===== src/rtl/sprite_pkg.sv =====
// Shared types, constants and wrap-around helpers for the sprite compositor.
package sprite_pkg;

    localparam int unsigned RGB_W   = 12;
    localparam int unsigned COORD_W = 10;

    localparam logic [RGB_W-1:0] TRANS_KEY_DEF = 12'h000;
    localparam logic [RGB_W-1:0] BG_RGB_DEF    = 12'h000;

    // Bit positions inside each sprite's 4-bit move request nibble
    localparam int unsigned DIR_UP    = 3;
    localparam int unsigned DIR_DOWN  = 2;
    localparam int unsigned DIR_LEFT  = 1;
    localparam int unsigned DIR_RIGHT = 0;

    typedef logic [COORD_W-1:0] coord_t;
    typedef logic [RGB_W-1:0]   rgb_t;

    // (a + b) mod m, assuming a < m and b < m
    function automatic coord_t wrap_add(coord_t a, coord_t b, int unsigned m);
        logic [COORD_W:0] sum;
        logic [COORD_W:0] lim;
        sum = {1'b0, a} + {1'b0, b};
        lim = (COORD_W+1)'(m);
        if (sum >= lim) sum = sum - lim;
        return coord_t'(sum);
    endfunction

    // (a - b) mod m, assuming a < m and b < m
    function automatic coord_t wrap_sub(coord_t a, coord_t b, int unsigned m);
        logic [COORD_W:0] diff;
        if (a >= b) return a - b;
        diff = {1'b0, a} + (COORD_W+1)'(m) - {1'b0, b};
        return coord_t'(diff);
    endfunction

endpackage


===== src/rtl/sprite_pos.sv =====
// Per-sprite wrap-around position register, stepped on each move strobe.
module sprite_pos
    import sprite_pkg::*;
#(
    parameter int unsigned SCR_W  = 320,
    parameter int unsigned SCR_H  = 240,
    parameter int unsigned STEP   = 1,
    parameter int unsigned INIT_X = 0,
    parameter int unsigned INIT_Y = 0
) (
    input  logic       clk,
    input  logic       rst,
    input  logic       move_tick,
    input  logic [3:0] req,
    output coord_t     x,
    output coord_t     y
);

    localparam coord_t STEP_C = coord_t'(STEP);

    coord_t x_q, x_d;
    coord_t y_q, y_d;

    // Opposite requests on one axis cancel; the other axis still moves
    always_comb begin
        x_d = x_q;
        y_d = y_q;
        if (move_tick) begin
            if (req[DIR_RIGHT] && !req[DIR_LEFT]) begin
                x_d = wrap_add(x_q, STEP_C, SCR_W);
            end else if (req[DIR_LEFT] && !req[DIR_RIGHT]) begin
                x_d = wrap_sub(x_q, STEP_C, SCR_W);
            end
            if (req[DIR_DOWN] && !req[DIR_UP]) begin
                y_d = wrap_add(y_q, STEP_C, SCR_H);
            end else if (req[DIR_UP] && !req[DIR_DOWN]) begin
                y_d = wrap_sub(y_q, STEP_C, SCR_H);
            end
        end
    end

    always_ff @(posedge clk or negedge rst) begin
        if (!rst) begin
            x_q <= coord_t'(INIT_X);
            y_q <= coord_t'(INIT_Y);
        end else begin
            x_q <= x_d;
            y_q <= y_d;
        end
    end

    assign x = x_q;
    assign y = y_q;

endmodule


===== src/rtl/sprite_compositor.sv =====
// N-sprite mover and 3-stage priority pixel compositor.
// Optional frame collision flag enabled by defining SPRITE_COLLIDE_EN.
module sprite_compositor
    import sprite_pkg::*;
#(
    parameter int unsigned      NUM_SPR   = 2,
    parameter int unsigned      SPR_W     = 20,
    parameter int unsigned      SPR_H     = 20,
    parameter int unsigned      SCR_W     = 320,
    parameter int unsigned      SCR_H     = 240,
    parameter int unsigned      STEP      = 1,
    parameter logic [RGB_W-1:0] TRANS_KEY = TRANS_KEY_DEF,
    parameter logic [RGB_W-1:0] BG_RGB    = BG_RGB_DEF,
    parameter int unsigned      ADDR_W    = 17
) (
    input  logic                        clk,
    input  logic                        rst,
    input  logic                        move_tick,
    input  logic [4*NUM_SPR-1:0]        move_req,
    input  logic                        valid,
    input  logic [COORD_W-1:0]          h_cnt,
    input  logic [COORD_W-1:0]          v_cnt,
    output logic [ADDR_W*NUM_SPR-1:0]   rom_addr,
    input  logic [RGB_W*NUM_SPR-1:0]    rom_data,
    output logic [RGB_W-1:0]            rgb,
    output logic                        rgb_valid,
    output logic [COORD_W*NUM_SPR-1:0]  pos_x,
    output logic [COORD_W*NUM_SPR-1:0]  pos_y,
    output logic                        collide
);

    localparam coord_t SPR_W_C = coord_t'(SPR_W);
    localparam coord_t SPR_H_C = coord_t'(SPR_H);

    coord_t spr_x [NUM_SPR];
    coord_t spr_y [NUM_SPR];

    for (genvar i = 0; i < NUM_SPR; i++) begin : g_spr
        sprite_pos #(
            .SCR_W  (SCR_W),
            .SCR_H  (SCR_H),
            .STEP   (STEP),
            .INIT_X (i * 2 * SPR_W),
            .INIT_Y (0)
        ) u_pos (
            .clk       (clk),
            .rst       (rst),
            .move_tick (move_tick),
            .req       (move_req[4*i +: 4]),
            .x         (spr_x[i]),
            .y         (spr_y[i])
        );
        assign pos_x[COORD_W*i +: COORD_W] = spr_x[i];
        assign pos_y[COORD_W*i +: COORD_W] = spr_y[i];
    end

    // Stage 0: hit test and ROM address from the current scan position
    logic [NUM_SPR-1:0] hit_s0;
    logic [ADDR_W-1:0]  addr_s0 [NUM_SPR];
    coord_t             dx, dy;

    always_comb begin
        dx = '0;
        dy = '0;
        hit_s0 = '0;
        for (int i = 0; i < NUM_SPR; i++) begin
            dx = wrap_sub(h_cnt, spr_x[i], SCR_W);
            dy = wrap_sub(v_cnt, spr_y[i], SCR_H);
            hit_s0[i] = valid && (dx < SPR_W_C) && (dy < SPR_H_C);
            addr_s0[i] = hit_s0[i] ? ADDR_W'(dy) * ADDR_W'(SPR_W) + ADDR_W'(dx) : '0;
        end
    end

    logic [NUM_SPR-1:0] hit1_q, hit2_q;
    logic [ADDR_W-1:0]  addr1_q [NUM_SPR];
    logic               valid1_q, valid2_q;
    rgb_t               rgb_q, rgb_d;
    logic               rgb_valid_q;

    always_ff @(posedge clk or negedge rst) begin
        if (!rst) begin
            hit1_q      <= '0;
            hit2_q      <= '0;
            valid1_q    <= 1'b0;
            valid2_q    <= 1'b0;
            rgb_q       <= '0;
            rgb_valid_q <= 1'b0;
            for (int i = 0; i < NUM_SPR; i++) addr1_q[i] <= '0;
        end else begin
            hit1_q      <= hit_s0;
            valid1_q    <= valid;
            for (int i = 0; i < NUM_SPR; i++) addr1_q[i] <= addr_s0[i];
            hit2_q      <= hit1_q;
            valid2_q    <= valid1_q;
            rgb_q       <= rgb_d;
            rgb_valid_q <= valid2_q;
        end
    end

    for (genvar i = 0; i < NUM_SPR; i++) begin : g_addr
        assign rom_addr[ADDR_W*i +: ADDR_W] = addr1_q[i];
    end

    // Stage 2: ROM data is back; lowest-index opaque sprite wins
    logic [NUM_SPR-1:0] opaque;

    always_comb begin
        opaque = '0;
        rgb_d  = valid2_q ? BG_RGB : '0;
        for (int i = 0; i < NUM_SPR; i++) begin
            opaque[i] = hit2_q[i] && (rom_data[RGB_W*i +: RGB_W] != TRANS_KEY);
        end
        for (int i = int'(NUM_SPR) - 1; i >= 0; i--) begin
            if (opaque[i]) rgb_d = rom_data[RGB_W*i +: RGB_W];
        end
    end

    assign rgb       = rgb_q;
    assign rgb_valid = rgb_valid_q;

`ifdef SPRITE_COLLIDE_EN
    logic sof0, sof1_q, sof2_q;
    logic multi;
    logic pending_q, collide_q;

    assign sof0  = valid && (h_cnt == '0) && (v_cnt == '0);
    assign multi = |(opaque & (opaque - NUM_SPR'(1)));

    // Frame boundary is judged at stage 2 so it lines up with the opaque flags
    always_ff @(posedge clk or negedge rst) begin
        if (!rst) begin
            sof1_q    <= 1'b0;
            sof2_q    <= 1'b0;
            pending_q <= 1'b0;
            collide_q <= 1'b0;
        end else begin
            sof1_q <= sof0;
            sof2_q <= sof1_q;
            if (sof2_q) begin
                collide_q <= pending_q;
                pending_q <= multi;
            end else if (multi) begin
                pending_q <= 1'b1;
            end
        end
    end

    assign collide = collide_q;
`else
    assign collide = 1'b0;
`endif

endmodule


===== config.mk =====
export PLATFORM = sky130hd
export DESIGN_NAME = sprite_compositor
export DESIGN_NICKNAME = d
export VERILOG_FILES = /design/src/rtl/sprite_pkg.sv /design/src/rtl/sprite_pos.sv /design/src/rtl/sprite_compositor.sv
export SDC_FILE = /design/constraint.sdc
export NUM_CORES = 1
export LEC_CHECK = 0
export ABC_CLOCK_PERIOD_IN_PS = 12400
export BUFFER_PORTS_ARGS = -buffer_cell sky130_fd_sc_hd__buf_4
export CORE_MARGIN = 10
export CORE_UTILIZATION = 35
export DETAILED_ROUTE_END_ITERATION = 7
export GPL_TIMING_DRIVEN = 0
export HOLD_SLACK_MARGIN = 0.05
export PLACE_DENSITY = 0.5
export SETUP_SLACK_MARGIN = 0.02
export SLEW_MARGIN = 30
export SYNTH_ARGS = -nofsm -noshare
export SYNTH_HDL_FRONTEND = slang
export SYNTH_SLANG_ARGS = --single-unit

===== constraint.sdc =====
create_clock -name clk -period 12.4 [get_ports clk]
set_input_delay 1.24 -clock clk [delete_from_list [all_inputs] [get_ports clk]]
set_output_delay 1.24 -clock clk [all_outputs]
set_load 0.005 [all_outputs]

==> impl_metrics.csv, run 1 <==
group,metric,value,unit
setup_path,r2r_start,"g_spr[1].u_pos.y[0]",
placed_design,dp.cells,1820,
synth,syn_inst,1286,
floorplan,start_util,0.3557,
min_path,min-delay-start,"hit1_q[1]",
timing,slew_headroom,0.4797,
synth,avgSynthCellArea,8.241,sq um
outcome,status,"complete, no violations",
routing,drc,0,
clock_tree,ctsHtreeMaxLevel,3,
setup_path,critical_path.startpoint,"v_cnt[0]",
synth,synth_compound_area_frac,0.2169,
global_routing,grt_pass1_wl,51560,um
synth,synth.area.mux_share,0.01440,
floorplan,coreArea,0.02980,sq mm
placed_design,io_buffers,140,
timing,clock_skew,0.01224,ns
synth,synth-simple-area-share,0.2215,
timing,holdWs,0.3475,ns
routing,wire_per_inst,17.15,um
clock_tree,cts_tree,"yes",
floorplan,pin_count,144,
synth,synth_edf_count,0,
timing,finalCritPeriodShare,0.4847,
clock_tree,clk_pin_slew,0.07,ns
cells_and_area,layout_commonest_cell,"buf_4",
setup_path,cp_max_fo,8,
floorplan,row_count,63,
cells_and_area,fillCellCount,3061,
synth,netlist_area,0.01060,sq mm
synth,synth_fa_ha_area_frac,0.1710,
routing,finalWirelength,31510,um
floorplan,die_x,194.0,um
global_routing,grt_max_degree,92,
timing,hold_viol_final,0,
cells_and_area,areaGrowthSynthToFinish,17.44,%
timing,worst_pin_slew,0.7804,ns
cells_and_area,layout_common_cells,"buf_4, ha_1, xnor2_1",
floorplan,die_h,194.0,um
global_routing,first_global_vias,9729,
clock_tree,ctsResizeCount,0,
timing,slew_viol_final,0,
setup_path,cp-start-kind,"input port",
synth,ys_warn_count,0,
setup_path,r2r_cells,21,
cells_and_area,seqCellArea,0.002280,sq mm
routing,vias_per_cell,5.315,
timing,tns,0,ns
clock_tree,clock_latency,0.37,ns
global_routing,grt_overflow,0,
routing,firstDrtPassIters,5,
clock_tree,cts-root-buf,"clkbuf_16",
setup_path,crit_type,"input port to flip-flop",
routing,ant_nets,0,
floorplan,dieArea,0.03764,sq mm
routing,vias,9764,
cells_and_area,nets,1637,
timing,setup_violations,0,
clock_tree,numCtsBuffers,9,
synth,synth_top_flop_cell,"dfrtp_1",
setup_path,required,12.65,ns
synth,ys_seq_area_frac,0.2151,
timing,period_needed,6.010,ns
clock_tree,cts.path.max_buffers,2,
synth,synthArstFlopShare,1.000,
run,cap_violations,0,
setup_path,worst_setup_path_end_kind,"flip-flop",
cells_and_area,finalNonFillerCells,1837,
timing,grt_setup_unrepaired,"no",
min_path,hold_class,"flip-flop to flip-flop",
setup_path,worstPathArrival,6.26,ns
synth,synth_top_family_by_area,"simple AND/OR/NAND/NOR gates",
synth,synth_seq_cells,91,
clock_tree,clkSinkCount,91,
synth,synth_xor_area_frac,0.1033,
cells_and_area,final_area,0.01245,sq mm
placed_design,gp_congestion,0.8637,
placed_design,place_hpwl,25280,um
clock_tree,cts_hold_buffers,0,
timing,max_freq,166.4,MHz
setup_path,r2r-end,"rom_addr[30]",
global_routing,grt_antenna_before_repair,1,
routing,first_iter_violations,539,
global_routing,grtUsageTotal,0.1637,
placed_design,placed_cell_area,0.01216,sq mm
synth,ys_types,90,
cells_and_area,drive_above_1_share,0.1487,
setup_path,worstSetupEndpoint,"rom_addr[30]",
clock_tree,post_cts_buffers,0,
setup_path,r2r_slack,6.87,ns
cells_and_area,multi_input_area,0.007724,sq mm
registers in the layout, indices dropped and copies added, names as in the netlist:
signal and count:
g_spr.u_pos.x 20, hit2_q 2, hit1_q 2, rgb 12
valid1_q 1, rgb_valid 1, g_spr.u_pos.y 20, rom_addr 32
valid2_q 1
worst min-delay path by stage:
stage,end,cells past startpoint
after floorplan,hit2_q[0],0
after global placement,valid2_q,0
after detailed placement,valid2_q,0
after CTS,valid2_q,0
after global routing,valid2_q,0
final,hit2_q[1],0
through the flow:
step | utilization | setup slack (ns)
floorplan | - | 6.890
global placement | 0.4078 | 5.964
detailed placement | 0.4080 | 6.000
CTS | 0.4175 | 6.361
global route | 0.4176 | 5.930
finish | 0.4177 | 6.390
cells by family after synthesis:
kind of cell	Yosys count
and+or+nand+nor	434
AOI/OAI and AO/OA	338
buffers and inverters	142
adders and majority gates	140
xor gates and xnor gates	125
DFF	91
muxes	15
other	1
per-layer routing:
layer	up-vias	track usage	part of all wire	wire, um
met1	4572	0.2282	0.50	15740
li1	4991	-	-	-
met4	0	0.04202	0.014	437
met5	-	0	0	0
met2	176	0.2561	0.45	14200
met3	25	0.02628	0.036	1133
synthesized netlist by cell type (7+ instances only):
cell type	instances	area (sq um)
ha_1	132	1652
xnor2_1	97	849.6
inv_1	94	352.8
dfrtp_1	89	2227
nand2_1	87	326.6
a21oi_1	83	415.4
nor2_1	82	307.8
o21ai_0	78	390.4
nor3_1	48	240.2
nand3_1	38	190.2
clkbuf_1	32	120.1
xor2_1	28	245.2
nor4_1	24	150.1
nand2b_1	21	131.4
a21o_1	20	150.1
and2_1	19	118.9
nor2b_1	18	112.6
a31oi_1	15	93.84
o211ai_1	15	112.6
o21a_1	15	112.6
mux2i_1	13	130.1
nand4_1	12	75.07
nand3b_1	11	82.58
a22o_1	10	87.58
and3_1	10	62.56
or2_2	10	62.56
a211oi_1	9	67.56
buf_4	9	67.56
nor4_2	9	112.6
or3_1	9	56.30
fa_1	8	160.2
o21bai_1	7	52.55
o31ai_1	7	52.55
critical path: stages:
cell and delay [ns]:
buf_4 0.11, inv_1 0.12, ha_1 0.23, inv_1 0.07, fa_1 0.49, a211oi_2 0.39
o21ai_1 0.19, and3_1 0.24, nor2_2 0.33, xnor2_1 0.16, ha_1 0.33, inv_1 0.06
fa_1 0.45, nor2b_1 0.11, o21ai_0 0.10, a21boi_0 0.35, nor2_1 0.10, ha_1 0.35
a21oi_1 0.08, a21oi_1 0.18, nand2_1 0.11, and2_1 0.18, o31a_1 0.27
cell type report:
cell class,count,share of cell area
multi-input combinational,1057,0.6206
sequential,91,0.1832
timing repair buffer,140,0.08495
tap,390,0.03921
inverter,94,0.02835
buffer,48,0.02061
clock buffer,11,0.01950
clock inverter,5,0.003418
antenna,1,0.0002011
Power of run 1 is left out: the tool's default activity adds up to more than one toggle a clock period on the data nets, which glitch-free logic cannot reach.
==> inputs of run 2 (changes only) <==
- ABC_AREA: default -> 1
- ABC_CLOCK_PERIOD_IN_PS: 12400 -> 6200
- clock period: 12.4 -> 6.2 ns (I/O delays scaled with it)
==> impl_metrics.csv, run 2 <==
group,metric,value,unit
clock_tree,ctsResizeCount,0,
timing,worst_pin_slew,0.8302,ns
timing,slew_viol_final,0,
synth,synth_seq_cells,91,
setup_path,worstPathArrival,5.21,ns
routing,ant_nets,0,
clock_tree,post_cts_buffers,0,
floorplan,start_util,0.3522,
synth,netlist_top_cells_area,"dfrtp_1, nand2_1, ha_1, inv_1, nand3_1",
global_routing,grtUsageTotal,0.1691,
setup_path,crit_type,"flip-flop to flip-flop",
cells_and_area,largest_reg_flops,32,
synth,avgSynthCellArea,6.467,sq um
synth,yosysTopAreaCell,"dfrtp_1",
routing,wire_per_inst,14.54,um
setup_path,cp-start-kind,"flip-flop",
floorplan,die_h,200.5,um
global_routing,grt_max_degree,92,
floorplan,row_count,66,
routing,drc,0,
synth,synth_top_area_share,0.1953,
floorplan,die_x,200.5,um
clock_tree,clock_latency,0.37,ns
min_path,hold_class,"input port to asynchronous set/reset pin",
setup_path,r2r_cells,29,
timing,tns,0,ns
timing,max_freq,201.8,MHz
routing,vias_per_cell,4.791,
timing,slew_headroom,0.4465,
cells_and_area,layout_common_cells,"nand2_1, inv_1, nand3_1",
placed_design,place_hpwl,28100,um
synth,netlist_area,0.01140,sq mm
synth,synth_top_flop_cell,"dfrtp_1",
routing,firstDrtPassIters,5,
setup_path,crit_path_top_delay_cell,"dfrtp_1",
setup_path,cp_max_fo,11,
cells_and_area,drive_above_1_share,0.1435,
cells_and_area,layout_commonest_cell,"nand2_1",
clock_tree,clkSinkCount,91,
cells_and_area,final_area,0.01332,sq mm
cells_and_area,seqCellArea,0.002280,sq mm
routing,first_iter_violations,636,
setup_path,required,6.46,ns
outcome,status,"complete, no violations",
cells_and_area,fillCellCount,3542,
global_routing,grt_antenna_before_repair,0,
global_routing,grt_overflow,0,
timing,clock_skew,0.01449,ns
synth,synthTopCellsByCount,"nand2_1, inv_1, nand3_1",
cells_and_area,nets,2114,
clock_tree,ctsHtreeMaxLevel,3,
timing,holdWs,0.2881,ns
floorplan,dieArea,0.04019,sq mm
cells_and_area,multi_input_area,0.007899,sq mm
synth,ys_seq_area_frac,0.2000,
synth,syn_inst,1763,
clock_tree,cts_hold_buffers,0,
synth,ys_types,49,
timing,setup_violations,0,
clock_tree,cts.path.max_buffers,2,
setup_path,crit_top_cell,"nand2_1",
placed_design,placed_cell_area,0.01303,sq mm
global_routing,grt_pass1_wl,56500,um
setup_path,worst_setup_path_end_kind,"flip-flop",
synth,synth_edf_count,0,
synth,synthArstFlopShare,1.000,
cells_and_area,areaGrowthSynthToFinish,16.84,%
timing,hold_viol_final,0,
timing,period_needed,4.955,ns
run,cap_violations,0,
floorplan,coreArea,0.03237,sq mm
setup_path,slowest_delay,0.65,ns
cells_and_area,diodes,0,
routing,vias,11331,
placed_design,gp_congestion,0.8716,
clock_tree,cts-root-buf,"clkbuf_16",
synth,yosysMostFrequentCell,"nand2_1",
floorplan,pin_count,144,
synth,ys_warn_count,0,
placed_design,io_buffers,140,
clock_tree,cts_tree,"yes",
global_routing,first_global_vias,10981,
clock_tree,clk_pin_slew,0.08,ns
clock_tree,numCtsBuffers,9,
timing,finalCritPeriodShare,0.7993,
timing,grt_setup_unrepaired,"no",
routing,finalWirelength,34380,um
run 2: final timing paths:
kind / slack (ns) / end / startpoint
worst max-delay path: 1.24 / rom_addr[30] / g_spr[1].u_pos.y[0]
worst min-delay path: 0.29 / rom_addr[32] / rst
worst max register to register: 1.24 / rom_addr[30] / g_spr[1].u_pos.y[0]
worst min register to register: 0.35 / rgb_valid / valid2_q
max in group asynchronous: 5.27 / g_spr[0].u_pos.x[8] / rst
min in group clk: 0.35 / rgb_valid / valid2_q
run 2: cell families (layout without fill, tap and decap cells):
| kind of cell | count (synthesis) | in the layout | synth area share |
|---|---|---|---|
| AND/OR/NAND/NOR | 938 | 938 | 0.3676 |
| other | 1 | 5 | 0.0003289 |
| buffers and inverters | 316 | 472 | 0.1092 |
| adder cells (fa/ha/maj) | 140 | 140 | 0.1589 |
| AO/OA/AOI/OAI | 195 | 195 | 0.09833 |
| XOR/XNOR | 82 | 82 | 0.06563 |
| flip-flops | 91 | 91 | 0.2000 |
run 2: per-layer routing:
| metal | part of all wire | up-vias | track usage |
|---|---|---|---|
| met1 | 0.51 | 5143 | 0.2298 |
| met4 | 0.018 | 0 | 0.05166 |
| met3 | 0.037 | 26 | 0.02646 |
| met5 | 0 | - | 0 |
| li1 | - | 5958 | - |
| met2 | 0.44 | 204 | 0.2697 |
run 2: final cells by class:
cell class | count | share of cell area
well taps | 442 | 0.04152
flip-flops and latches | 91 | 0.1711
inverters | 295 | 0.08313
repair buffers | 140 | 0.07937
clock buffers | 11 | 0.01822
clock inverters | 5 | 0.003288
plain buffers | 21 | 0.01033
multi-input cells | 1360 | 0.5930
run 2: per-stage QoR:
step                setup WS [ns]    util  instances
floorplan                   1.848       -       1767
global placement            1.065  0.4022       2349
detailed placement          1.086  0.4026       2349
CTS                         1.237  0.4114       2365
global route               0.7304  0.4115       2365
finish                      1.245  0.4115       2365
run 2: critical path, delay by kind of cell, from the launching register on:
family,cells,cell delay [ns]
fa+ha+maj,5,1.70
xor+xnor,1,0.09
compound gates,3,0.53
simple gates,18,1.71
flops,1,0.65
buf+inv,2,0.17
Power of run 2 is left out for the same reason.
